--- src/rtl/passcode_digit_entry_pkg.sv ---
// passcode_digit_entry_pkg: shared state encoding and display nibble constants
package passcode_digit_entry_pkg;
  typedef enum logic [1:0] {ENTRY, GRANTED, DENIED, LOCKED} state_t;
  localparam logic [3:0] BLANK = 4'hF;
  localparam logic [3:0] ERR = 4'hE;
endpackage

--- src/rtl/passcode_digit_shiftreg.sv ---
// passcode_digit_shiftreg: 4-nibble left-shift display buffer with digit count
module passcode_digit_shiftreg
  import passcode_digit_entry_pkg::*;
(
  input  logic        Clk,
  input  logic        Rst,
  input  logic        i_clear,
  input  logic        i_load,
  input  logic [3:0]  i_load_val,
  input  logic        i_shift,
  input  logic [3:0]  i_digit,
  output logic [15:0] o_disp,
  output logic [2:0]  o_count
);
  logic [15:0] r_disp;
  logic [2:0]  r_count;
  always_ff @(posedge Clk)
    if (!Rst || i_clear) begin
      r_disp  <= {4{BLANK}};
      r_count <= '0;
    end else if (i_load)
      r_disp <= {4{i_load_val}};
    else if (i_shift && r_count < 3'd4) begin
      r_disp  <= {r_disp[11:0], i_digit};
      r_count <= r_count + 3'd1;
    end
  assign o_disp  = r_disp;
  assign o_count = r_count;
endmodule

--- src/rtl/passcode_digit_entry.sv ---
// passcode_digit_entry: keypad entry FSM with passcode check, failure count and lockout
module passcode_digit_entry
  import passcode_digit_entry_pkg::*;
#(
  parameter logic [15:0] PASSCODE    = 16'h1234,
  parameter int          HOLD_CYCLES = 50_000_000,
  parameter int          LOCK_CYCLES = 500_000_000,
  parameter int          MAX_TRIES   = 3
) (
  input  logic       Clk,
  input  logic       Rst,
  input  logic [3:0] Digit_in,
  input  logic       Digit_valid,
  input  logic       Clear_in,
  input  logic       Enter_in,
  output logic [3:0] Disp3,
  output logic [3:0] Disp2,
  output logic [3:0] Disp1,
  output logic [3:0] Disp0,
  output logic       Access_granted,
  output logic       Locked,
  output logic [2:0] Fail_count
);
  localparam int TW = $clog2(LOCK_CYCLES + 1);
  localparam logic [TW-1:0] HOLD_LAST = TW'(HOLD_CYCLES - 1);
  localparam logic [TW-1:0] LOCK_LAST = TW'(LOCK_CYCLES - 1);
  localparam logic [2:0] MAX_FAIL = 3'(MAX_TRIES);
  state_t        r_state, w_next;
  logic [TW-1:0] r_timer, w_timer;
  logic [2:0]    r_fail, w_fail;
  logic          r_granted, r_locked;
  logic          w_clear, w_load, w_shift;
  logic [15:0]   w_disp;
  logic [2:0]    w_count;
  passcode_digit_shiftreg u_buf (
    .Clk(Clk), .Rst(Rst), .i_clear(w_clear), .i_load(w_load), .i_load_val(ERR),
    .i_shift(w_shift), .i_digit(Digit_in), .o_disp(w_disp), .o_count(w_count)
  );
  always_comb begin
    w_next  = r_state;
    w_fail  = r_fail;
    w_clear = 1'b0;
    w_load  = 1'b0;
    w_shift = 1'b0;
    case (r_state)
      ENTRY:
        if (Clear_in) w_clear = 1'b1;
        else if (Enter_in) begin
          if (w_count == 3'd4 && w_disp == PASSCODE) begin
            w_next = GRANTED;
            w_fail = '0;
          end else if (w_count == 3'd4) begin
            w_next = DENIED;
            w_load = 1'b1;
            w_fail = (r_fail == MAX_FAIL) ? r_fail : r_fail + 3'd1;
          end
        end else w_shift = Digit_valid && Digit_in <= 4'd9;
      GRANTED:
        if (r_timer == HOLD_LAST) begin
          w_next  = ENTRY;
          w_clear = 1'b1;
        end
      DENIED:
        if (r_timer == HOLD_LAST) begin
          w_next  = (r_fail == MAX_FAIL) ? LOCKED : ENTRY;
          w_clear = r_fail != MAX_FAIL;
        end
      default:
        if (r_timer == LOCK_LAST) begin
          w_next  = ENTRY;
          w_clear = 1'b1;
          w_fail  = '0;
        end
    endcase
    // timer restarts on every state change and idles at zero in ENTRY
    w_timer = (w_next == r_state && r_state != ENTRY) ? r_timer + 1'b1 : '0;
  end
  always_ff @(posedge Clk)
    if (!Rst) begin
      r_state   <= ENTRY;
      r_timer   <= '0;
      r_fail    <= '0;
      r_granted <= 1'b0;
      r_locked  <= 1'b0;
    end else begin
      r_state   <= w_next;
      r_timer   <= w_timer;
      r_fail    <= w_fail;
      r_granted <= w_next == GRANTED;
      r_locked  <= w_next == LOCKED;
    end
  assign {Disp3, Disp2, Disp1, Disp0} = w_disp;
  assign Access_granted = r_granted;
  assign Locked         = r_locked;
  assign Fail_count     = r_fail;
endmodule

--- config.mk ---
export PLATFORM = sky130hd
export DESIGN_NAME = passcode_digit_entry
export DESIGN_NICKNAME = d
export VERILOG_FILES = /design/src/rtl/passcode_digit_entry_pkg.sv /design/src/rtl/passcode_digit_shiftreg.sv /design/src/rtl/passcode_digit_entry.sv
export SDC_FILE = /design/constraint.sdc
export NUM_CORES = 1
export LEC_CHECK = 0
export CAP_MARGIN = 0
export CORE_MARGIN = 3
export CORE_UTILIZATION = 40
export CTS_BUF_LIST = sky130_fd_sc_hd__clkbuf_2 sky130_fd_sc_hd__clkbuf_4 sky130_fd_sc_hd__clkbuf_8
export DETAILED_ROUTE_END_ITERATION = 8
export SYNTH_ARGS = -nofsm -noshare
export SYNTH_HDL_FRONTEND = slang
export SYNTH_SLANG_ARGS = --single-unit
--- constraint.sdc ---
create_clock -name Clk -period 2.7 [get_ports Clk]
set_input_delay 0.54 -clock Clk [delete_from_list [all_inputs] [get_ports Clk]]
set_output_delay 0.54 -clock Clk [all_outputs]
set_load 0.1 [all_outputs]
=== Word level (Yosys, flattened, before mapping) ===
Cells that the tools add are included.
W data, S select, Z words.

* Bits of input ports: 9
* Flip-flop bits (word level): 55
* Logic and storage cells: 76

* Reductions and logical operators: 15
* Equality and inequality tests: 15
* $lt $le $gt $ge: 2
* Add/subtract/negate cells: 3
* Muxes and demuxes: 31
* Bitwise logic cells: 2

{| class="wikitable"
|+ Operators by type and width
! kind !! count
|-
| $add A29 B1 Y29 const B || 1
|-
| $eq A29 B26 Y1 const B || 1
|-
| $eq A29 B29 Y1 const B || 1
|-
| $mux W13 || 2
|-
| $mux W3 || 6
|-
| $eq A16 B13 Y1 const B || 1
|-
| $mux W2 || 8
|-
| $mux W1 || 12
|-
| $add A3 B1 Y3 const B || 2
|-
| $ne A3 B3 Y1 const B || 2
|-
| $pmux W2 S3 || 1
|-
| $pmux W3 S2 || 1
|-
| $reduce_and A6 Y1 || 1
|-
| $reduce_bool A2 Y1 || 3
|-
| $eq A2 B1 Y1 const B || 2
|-
| $eq A2 B2 Y1 const B || 2
|-
| $le A4 B4 Y1 const B || 1
|-
| $logic_and A1 B1 Y1 || 4
|-
| $ne A2 B2 Y1 const B || 2
|-
| $reduce_and A2 Y1 || 2
|-
| $reduce_or A2 Y1 || 2
|-
| $eq A3 B2 Y1 const B || 1
|-
| $eq A3 B3 Y1 const B || 1
|-
| $lt A3 B3 Y1 const B || 1
|-
| other kinds (7) || 8
|}

=== Longest topological paths before layout ===
Gate-level depths: netlist (run 1).

* Word-level depth: 9
* Depth in mapped cells: 10
* Mapped depth without buffers: 8

=== Hierarchy ===
From an unflattened synthesis (run 1), not the netlist that was laid out.

* Cell total of the unflattened synthesis: 336
* Area, all modules: 2876.5 um2

{| class="wikitable"
|+ Modules (own cells, without submodules)
! module !! times used !! area an instance (um2) !! cells an instance !! seq. area each (um2)
|-
| passcode_digit_entry || 1 || 2040.7 || 242 || 720.7
|-
| passcode_digit_shiftreg || 1 || 835.8 || 94 || 380.4
|}

=== Worst setup path after synthesis (run 1) ===
Ideal clock, no wire load.

* Path type: register to register
* Start: register u_buf.r_disp[12], in the netlist u_buf.o_disp[12]
* End: register r_timer[10]
* Data required time: 2585 ps
* Cell stages (with the launch flop): 9
* Path buffers: 2
* Library setup time: 115 ps
* Slack: -173 ps
* Clock period less this slack: 2873 ps
* Data arrival time: 2758 ps
* Cells stage by stage: dfxtp_1 -> or4b_1 -> or4_4 -> o211ai_2 -> nand3_1 -> o211ai_2 -> buf_6 -> buf_6 -> nor2_1

* Cells in the longest elaborated chain, start to end: 9

{| class="wikitable"
|+ RTL lines
! item !! line !! text
|-
| start: declaration || passcode_digit_shiftreg.sv:15 || <nowiki>logic [15:0] r_disp;</nowiki>
|-
| start signal: assignment || passcode_digit_shiftreg.sv:19 || <nowiki>r_disp <= {4{BLANK}};</nowiki>
|-
| start signal: assignment || passcode_digit_shiftreg.sv:22 || <nowiki>r_disp <= {4{i_load_val}};</nowiki>
|-
| start signal: assignment || passcode_digit_shiftreg.sv:24 || <nowiki>r_disp <= {r_disp[11:0], i_digit};</nowiki>
|-
| $eq A16 B13 Y1 || passcode_digit_entry.sv:49 || <nowiki>if (w_count == 3'd4 && w_disp == PASSCODE) begin</nowiki>
|-
| $logic_and A1 B1 Y1 || passcode_digit_entry.sv:49 ||
|-
| $mux W2 || passcode_digit_entry.sv:49 ||
|-
| $mux W2 || passcode_digit_entry.sv:48 || <nowiki>else if (Enter_in) begin</nowiki>
|-
| $mux W2 || passcode_digit_entry.sv:47 || <nowiki>if (Clear_in) w_clear = 1'b1;</nowiki>
|-
| $pmux W2 S3 || passcode_digit_entry.sv:45 || <nowiki>case (r_state)</nowiki>
|-
| $eq A2 B2 Y1 || passcode_digit_entry.sv:76 || <nowiki>w_timer = (w_next == r_state && r_state != ENTRY) ? r_timer + 1'b1 : '0;</nowiki>
|-
| $logic_and A1 B1 Y1 || passcode_digit_entry.sv:76 ||
|-
| $reduce_and A2 Y1 (no line) || -- ||
|-
| end signal: assignment || passcode_digit_entry.sv:87 || <nowiki>r_timer <= w_timer;</nowiki>
|-
| end: declaration || passcode_digit_entry.sv:29 || <nowiki>logic [TW-1:0] r_timer, w_timer;</nowiki>
|}

Every way passes these cells.
A chain may end at the register's enable or synchronous reset.

=== Worst setup path after layout (run 1) ===
* Start: register r_timer[0]
* End: register u_buf.r_count[2], in the netlist u_buf.o_count[2]

* Cells in the longest elaborated chain, start to end: 4

{| class="wikitable"
|+ RTL lines
! item !! line !! text
|-
| $eq A29 B29 Y1 / $eq A29 B26 Y1 (equally long branches) || passcode_digit_entry.sv:69, passcode_digit_entry.sv:59, passcode_digit_entry.sv:64 ||
|-
| $mux W1 (on tied branches) || passcode_digit_entry.sv:69, passcode_digit_entry.sv:64, passcode_digit_entry.sv:59 ||
|-
| $pmux W1 S3 * || passcode_digit_entry.sv:45 ||
|-
| $logic_or A1 B1 Y1 * || passcode_digit_shiftreg.sv:18 || <nowiki>if (!Rst || i_clear) begin</nowiki>
|-
| end signal: assignment || passcode_digit_shiftreg.sv:25 || <nowiki>r_count <= r_count + 3'd1;</nowiki>
|-
| end: declaration || passcode_digit_shiftreg.sv:16 || <nowiki>logic [2:0] r_count;</nowiki>
|}

Every way passes the cells marked *; elsewhere a longest branch is shown, timed or not.

==> results of run 1 <==
==> cell families (layout without fill, tap and decap cells) <==
family,after synthesis,in the layout,share of synthesized area
compound gates,23,23,0.0605
flops,55,55,0.395
xor+xnor,28,28,0.0879
mux,3,3,0.0108
simple gates,194,194,0.365
buf+inv,25,55,0.0408
fa+ha+maj,9,9,0.0404
==> sequential cells by signal, summed over array words and instances (netlist names) <==
signal	flops
Locked	1
Fail_count	3
r_state	2
u_buf.o_disp	16
Access_granted	1
u_buf.o_count	3
r_timer	29
==> per-layer routing <==
layer,track usage,up-vias,part of all wire
met1,0.241,1131,0.52
li1,-,1232,-
met2,0.230,37,0.44
met3,0.0313,5,0.032
met4,0.0325,0,0.0064
met5,0,-,0
==> cell type report <==
class	instances	share of cell area
clock buffers	5	0.0213
clock inverters	3	0.00734
inverters	11	0.0128
multi-input cells	257	0.487
flip-flops and latches	55	0.342
well taps	93	0.0359
repair buffers	36	0.0935
==> worst register-to-register path: stages, from the launching register on <==
cell and delay, ns:
dfxtp_1 0.41, ha_1 0.25, nand4_1 0.17, nor4_1 0.41, buf_4 0.21, o211ai_1 0.10, o2bb2ai_1 0.15, and2_1 0.37
nor2b_1 0.23
==> power by group through the flow <==
| stage | registers [mW] | logic, mW | clock network, mW |
|---|---|---|---|
| 5_1_grt | 0.821 | 0.0858 | 0.528 |
| 2_1_floorplan | 0.868 | 0.0255 | 0 |
| 4_1_cts | 0.820 | 0.0811 | 0.494 |
| 3_5_place_dp | 0.838 | 0.0810 | 0 |
| 6_report | 0.820 | 0.0806 | 0.478 |
| 3_3_place_gp | 0.838 | 0.0809 | 0 |
==> cells in the final DEF, fill, tap and decap left out, drive strengths merged, types with 6 or more instances in the layout <==
cell	count
nor4	7
xor2	13
nand3	22
nor2	31
nand2	63
nor3b	8
inv	12
xnor2	15
buf	28
nand4	24
dfxtp	55
and3	6
ha	9
clkdlybuf4s50	8
==> worst max-delay path by stage <==
stage                     slack [ns]                             to  cells past startpoint                           from
after floorplan                0.007         r_timer[10]$_SDFF_PN0_                      8  u_buf.o_disp[13]$_SDFFE_PP1N_
after global placement          0.32  u_buf.o_count[2]$_SDFFE_PP0P_                      8          r_timer[0]$_SDFF_PN0_
after detailed placement        0.31         r_timer[22]$_SDFF_PN0_                      6                       Clear_in
after CTS                       0.32         r_timer[12]$_SDFF_PN0_                      7  u_buf.o_disp[11]$_SDFFE_PP1N_
after global routing            0.07  u_buf.o_count[1]$_SDFFE_PP0P_                      8          r_timer[0]$_SDFF_PN0_
final                           0.31  u_buf.o_count[2]$_SDFFE_PP0P_                      8          r_timer[0]$_SDFF_PN0_
==> stage by stage <==
step	util	std cells	power [mW]
global placement	0.479	452	0.919
floorplan	-	337	0.893
finish	0.493	460	1.38
global route	0.493	460	1.43
CTS	0.493	460	1.39
detailed placement	0.479	452	0.919
==> flow_summary.json, run 1 <==
{
  "fp-row-count": 29,
  "placed_area_mm2": 0.00314,
  "max_slew_margin": 0.575,
  "clock_path_buffers": 2,
  "cts.clk_slew.worst_paths_ns": 0.10,
  "wl_per_cell_um": 13.5,
  "grt_setup_unrepaired": "no",
  "core-area_mm2": 0.00657,
  "skew_ns": 0.0114,
  "p_int_mw": 1.03,
  "ys_ff_latch": 55,
  "p_seq_frac": 0.595,
  "synth_area_leader_cell": "dfxtp_1",
  "min-delay-start": "Fail_count[2]$_SDFFE_PN0P_",
  "drv_cap": 0,
  "arrival_ns": 2.61,
  "startpoint_type": "flop",
  "grt_pass1_wl_um": 10200,
  "hold_viol_final": 0,
  "io_pins": 30,
  "routed_via_density": 5.23,
  "p_comb_frac": 0.058,
  "vias": 2405,
  "synthFlopType": "dfxtp_1",
  "p_sw_mw": 0.350,
  "ys_warn_count": 0,
  "seq_area_mm2": 0.00111,
  "synth_edf_count": 0,
  "yosys.area.top_type_share": 0.395,
  "dieWidth_um": 89.5,
  "synthDistinctLibCells": 49,
  "dr.first_iter.drc_count": 125,
  "initial_core_util": 0.425,
  "critPathKind": "flop to flop",
  "postCtsSetupBuffers": 0,
  "critPathMaxStageDelay_ns": 0.41,
  "drt_pass1_iterations": 4,
  "setup_viol": 0,
  "reg2reg_slack_ns": 0.31,
  "cts.htree.levels": 2,
  "reg2reg_depth": 8,
  "die_area_mm2": 0.00801,
  "multi_input_area_mm2": 0.00158,
  "clockRootBuffer": "clkbuf_8",
  "syn2layout_area_growth_pct": 16.0,
  "rr_startpoint": "r_timer[0]$_SDFF_PN0_",
  "worstPathCellList": "ha_1 -> nand4_1 -> nor4_1 -> buf_4 -> o211ai_1 -> o2bb2ai_1 -> and2_1 -> nor2b_1",
  "drc": 0,
  "pre_cts_slack_ns": 0.311,
  "status": "finished, final reports clean",
  "wirelength_um": 6210,
  "maxSlewViolCount": 0,
  "dp_hpwl_um": 4370,
  "grt.total_usage": 0.159,
  "drive_gt1_frac": 0.128,
  "cts_buffers": 5,
  "cp_max_fo": 18,
  "tightest_slew_ns": 0.637,
  "reg2reg_to": "u_buf.o_count[2]$_SDFFE_PP0P_",
  "antenna_cells": 0,
  "fin_ws_ns": 0.306,
  "syn_area_mm2": 0.00279,
  "yosysMostFrequentCell": "nand2_1",
  "synth_common_cells": "62 x nand2_1, 55 x dfxtp_1, 31 x nor2_1, 24 x nand4_1, 22 x nand3_1",
  "antenna_left": 0,
  "crit_slowest_cell": "dfxtp_1",
  "fin_area_mm2": 0.00324,
  "p_per_area_mw_per_mm2": 426,
  "synthTopCellsByArea": "dfxtp_1 39%, nand2_1 8.3%, nand4_1 5.4%",
  "path_buf_inv": 1,
  "clock_latency_ns": 0.31,
  "period_minus_slack_ns": 2.39,
  "whs_path_depth": 2,
  "io_buffers": 29,
  "holdPathEnd": "Fail_count[2]$_SDFFE_PN0P_",
  "leakagePower_nw": 1.14,
  "cts_tree": "yes",
  "syn_inst": 337,
  "avgSynthCellArea_um2": 8.28,
  "grt_overflow": 0,
  "critical-path-top-delay-family": "simple AND/OR/NAND/NOR gates",
  "fmax_ghz": 0.418,
  "post_cts_resize_count": 0,
  "hold_buffers": 0,
  "grt_pass1_vias": 2104,
  "min_path_type": "flop to flop",
  "holdWs_ns": 0.484,
  "fillCellCount": 659,
  "fin_nets": 384,
  "clkPwrFrac": 0.347,
  "end_kind": "flop",
  "antenna_found_initial": 0,
  "ir_drop_v": 0.000232,
  "die_h_um": 89.5,
  "fin_crit_sh": 0.887,
  "required_ns": 2.91,
  "place.gp.congestion": 0.838,
  "grt_max_degree": 30,
  "tns_ns": 0,
  "cts_sinks": 55,
  "ys_async_sr_fraction": 0,
  "swShare": 0.254,
  "ys_seq_area_frac": 0.395,
  "syn_nets": 355
}
Power figures use the tool's default switching activity.
==> run 2: changes to the inputs <==
--- a/config.mk
+++ b/config.mk
@@ -5,7 +5,6 @@
 export SDC_FILE = /design/constraint.sdc
 export NUM_CORES = 1
 export LEC_CHECK = 0
-export CAP_MARGIN = 0
 export CORE_MARGIN = 3
 export CORE_UTILIZATION = 40
 export CTS_BUF_LIST = sky130_fd_sc_hd__clkbuf_2 sky130_fd_sc_hd__clkbuf_4 sky130_fd_sc_hd__clkbuf_8
==> results of run 2 <==
Same layout as run 1: the final DEF is identical, and so are final timing and power.
==> edit: new RTL, settings of run 1 <==
Change the parameter `LOCK_CYCLES` from 500_000_000 to 2_000_000_000.
--- a/src/rtl/passcode_digit_entry.sv
+++ b/src/rtl/passcode_digit_entry.sv
@@ -4,7 +4,7 @@
 #(
   parameter logic [15:0] PASSCODE    = 16'h1234,
   parameter int          HOLD_CYCLES = 50_000_000,
-  parameter int          LOCK_CYCLES = 500_000_000,
+  parameter int          LOCK_CYCLES = 2_000_000_000,
   parameter int          MAX_TRIES   = 3
 ) (
   input  logic       Clk,
Function: no difference found for any inputs over 10 cycles, from zero or initial values and one cycle with Rst low; that may be too few to reach the edited logic, so the function may still have changed.
==> edit against run 1 <==
- via count down 1.8%
- highest routed layer unchanged
- wire length up 1.2%
- design area is 9.1% higher
- setup slack lost 0.034 ns
- final cell count is 2.6% lower
- combinational power fell by 34%
- clock skew down 0.0033 ns
- total power increased by 31%
- synthesized cell count shrank 6.8%
- core utilization rose by 1.9 points
- synthesized area is 3.8% higher
- sequential cell count rose by 2
==> edit: results (changes against run 1) <==
** Outcome
- The run finished with clean final reports.

** Placement
- Last weighted congestion value of the routability-driven placer :: 0.807 (-3.7%)
- Post-placement setup slack :: 0.120 ns (-0.191 ns)
- The port buffer count was 29 (unchanged).
- The sum of net half-perimeters after detailed placement was 4.32 mm (-0.96%).

** Drt
- The first-iteration detailed-routing DRC count is 75 (-40%).
- Post-route met1 wirelength :: 3.08 mm (-5.5%)
- Vias per Instance :: 5.27 (+0.84%)
- The highest layer touched by signal routing is met4.
- The wire length on met2 was 2.82 mm (+3.9%).
- The met3 routed wirelength is 266 um (+32%).
- The first-pass iteration count of the detailed router was 4 (unchanged).
- The average wire per cell in the routed design came to 14.0 um (+3.9%).

** STA
- Layout Skew :: 0.00805 ns (-0.00333 ns)
- Worst slew margin relative to its limit :: 0.578 (+0.00222)

** Global routing
- Antenna violations before repair :: 0 (unchanged)
- GRT Resource Usage Total :: 0.158 (-0.000958)
- Via count of the first global-routing pass :: 2209 (+5.0%)
- The wire length of the first global-routing pass came to 10.7 mm (+4.6%).
- Largest net degree at the start of global routing :: 32 (+6.7%)

** Synth
- Area contributors post-synth :: sky130_fd_sc_hd__dfxtp_1 (39%), sky130_fd_sc_hd__nor4_1 (7.6%), sky130_fd_sc_hd__xnor2_1 (7.0%)
- Yosys synthesis warning count :: 0 (unchanged)
- The net count after synthesis was 332 (-6.5%).
- The distinct cell type count after synthesis came to 51 (+4.1%).
- Most common library cells after synthesis :: sky130_fd_sc_hd__dfxtp_1 (57), sky130_fd_sc_hd__nor4_1 (35), sky130_fd_sc_hd__xnor2_1 (23)
- Primary FF master, synth :: sky130_fd_sc_hd__dfxtp_1
- The share of async-settable or async-resettable flops after synthesis was 0 (unchanged).
- The sequential element share of the synthesized area is 0.394 (-0.000496).

** Critical path
- Slowest library cell on the worst path :: sky130_fd_sc_hd__or4_4
- Worst EP arrival :: 2.70 ns (+0.09 ns)
- Maximum net fanout on the critical path :: 12 (-6)
- Worst stage delay on the critical path :: 0.59 ns (+0.18 ns)

** Clock tree
- The clock buffer count from CTS came to 9 (+4).
- The number of buffers inserted by post-CTS setup repair was 0 (unchanged).
- The root buffer cell chosen for the clock tree is sky130_fd_sc_hd__clkbuf_8.
- The clock-pin transition on the worst setup and hold timing paths came to 0.06 ns (-0.04 ns).
- Worst-skew pair later-pin latency :: 0.34 ns (+0.03 ns)
- The number of buffers on the longest clock path is 2 (unchanged).
- The count of instances resized after the clock tree is built came to 0 (unchanged).
- The maximum level of the CTS H-tree is 3 (+1).

** Final layout
- Ranked by flip-flop count, first place goes to r_timer.
- Largest register FFs :: 31 (+6.9%)
- The fill cell total of the finished layout came to 660 (+0.15%).
- Nets :: 365 (-4.9%)
- The number of antenna diodes came to 0 (unchanged).
- Fraction of final layout cells sized beyond drive strength 1 :: 0.216 (+0.0878)

** Worst hold path
- The tightest min-delay check is of the flip-flop to flip-flop type.

** Power
- Worst vdd rail ir drop :: 0.350 mV (+51%)
- Pleak :: 1.17 nW (+2.4%)

** Floorplan
- Placeable core area :: 0.00691 mm^2 (+5.2%)
-- edit: final timing paths --
kind | from | endpoint | slack (ns) | cells after the start
max | r_timer[0]$_SDFF_PN0_ | u_buf.o_disp[2]$_SDFFE_PP1N_ | 0.27 | 7
min | r_timer[0]$_SDFF_PN0_ | r_timer[0]$_SDFF_PN0_ | 0.46 | 1
max reg2reg | r_timer[0]$_SDFF_PN0_ | u_buf.o_disp[2]$_SDFFE_PP1N_ | 0.27 | 7
min reg2reg | r_timer[0]$_SDFF_PN0_ | r_timer[0]$_SDFF_PN0_ | 0.46 | 1
-- edit: routing by layer --
layer | vias to the layer above | global-route usage
met1 | 1097 | 0.210
met4 | 0 | 0.0628
met3 | 11 | 0.0539
met2 | 38 | 0.234
li1 | 1216 | -
met5 | - | 0
-- edit: cells by family (layout without fill, tap and decap cells) --
kind of cell / after synthesis / count (layout) / synth area share
and+or+nand+nor: 147 / 147 / 0.310
muxes: 18 / 18 / 0.0631
AOI/OAI and AO/OA: 23 / 23 / 0.0579
adders and majority gates: 9 / 9 / 0.0389
buffers and inverters: 30 / 68 / 0.0454
DFF: 57 / 57 / 0.394
xor gates and xnor gates: 30 / 30 / 0.0908
-- edit: per-stage QoR --
| stage | area, um^2 | std cells |
|---|---|---|
| global placement | 3300 | 432 |
| detailed placement | 3300 | 432 |
| CTS | 3530 | 448 |
| global route | 3530 | 448 |
| finish | 3530 | 448 |
| floorplan | 2900 | 314 |
-- edit: cell type report --
cell class,count,area [um^2],share of cell area
Multi-Input combinational cell,227,1640,0.463
Clock inverter,5,77.6,0.0220
Tap cell,96,120,0.0340
Sequential cell,57,1150,0.325
Timing Repair Buffer,39,350,0.0992
Inverter,13,48.8,0.0138
Clock buffer,11,151,0.0429
-- edit: worst max-delay path, delay by kind of cell (launching register included) --
| family | cells | cell delay [ns] |
|---|---|---|
| AND/OR/NAND/NOR | 5 | 1.53 |
| flip-flops | 1 | 0.35 |
| AO/OA/AOI/OAI | 1 | 0.27 |
| adder cells (fa/ha/maj) | 1 | 0.20 |
-- edit: power breakdown --
part           switching [mW]  leakage, nW  internal [mW]
clock network           0.343        0.115          0.566
logic                  0.0300        0.598         0.0232
registers             0.00193        0.457          0.843
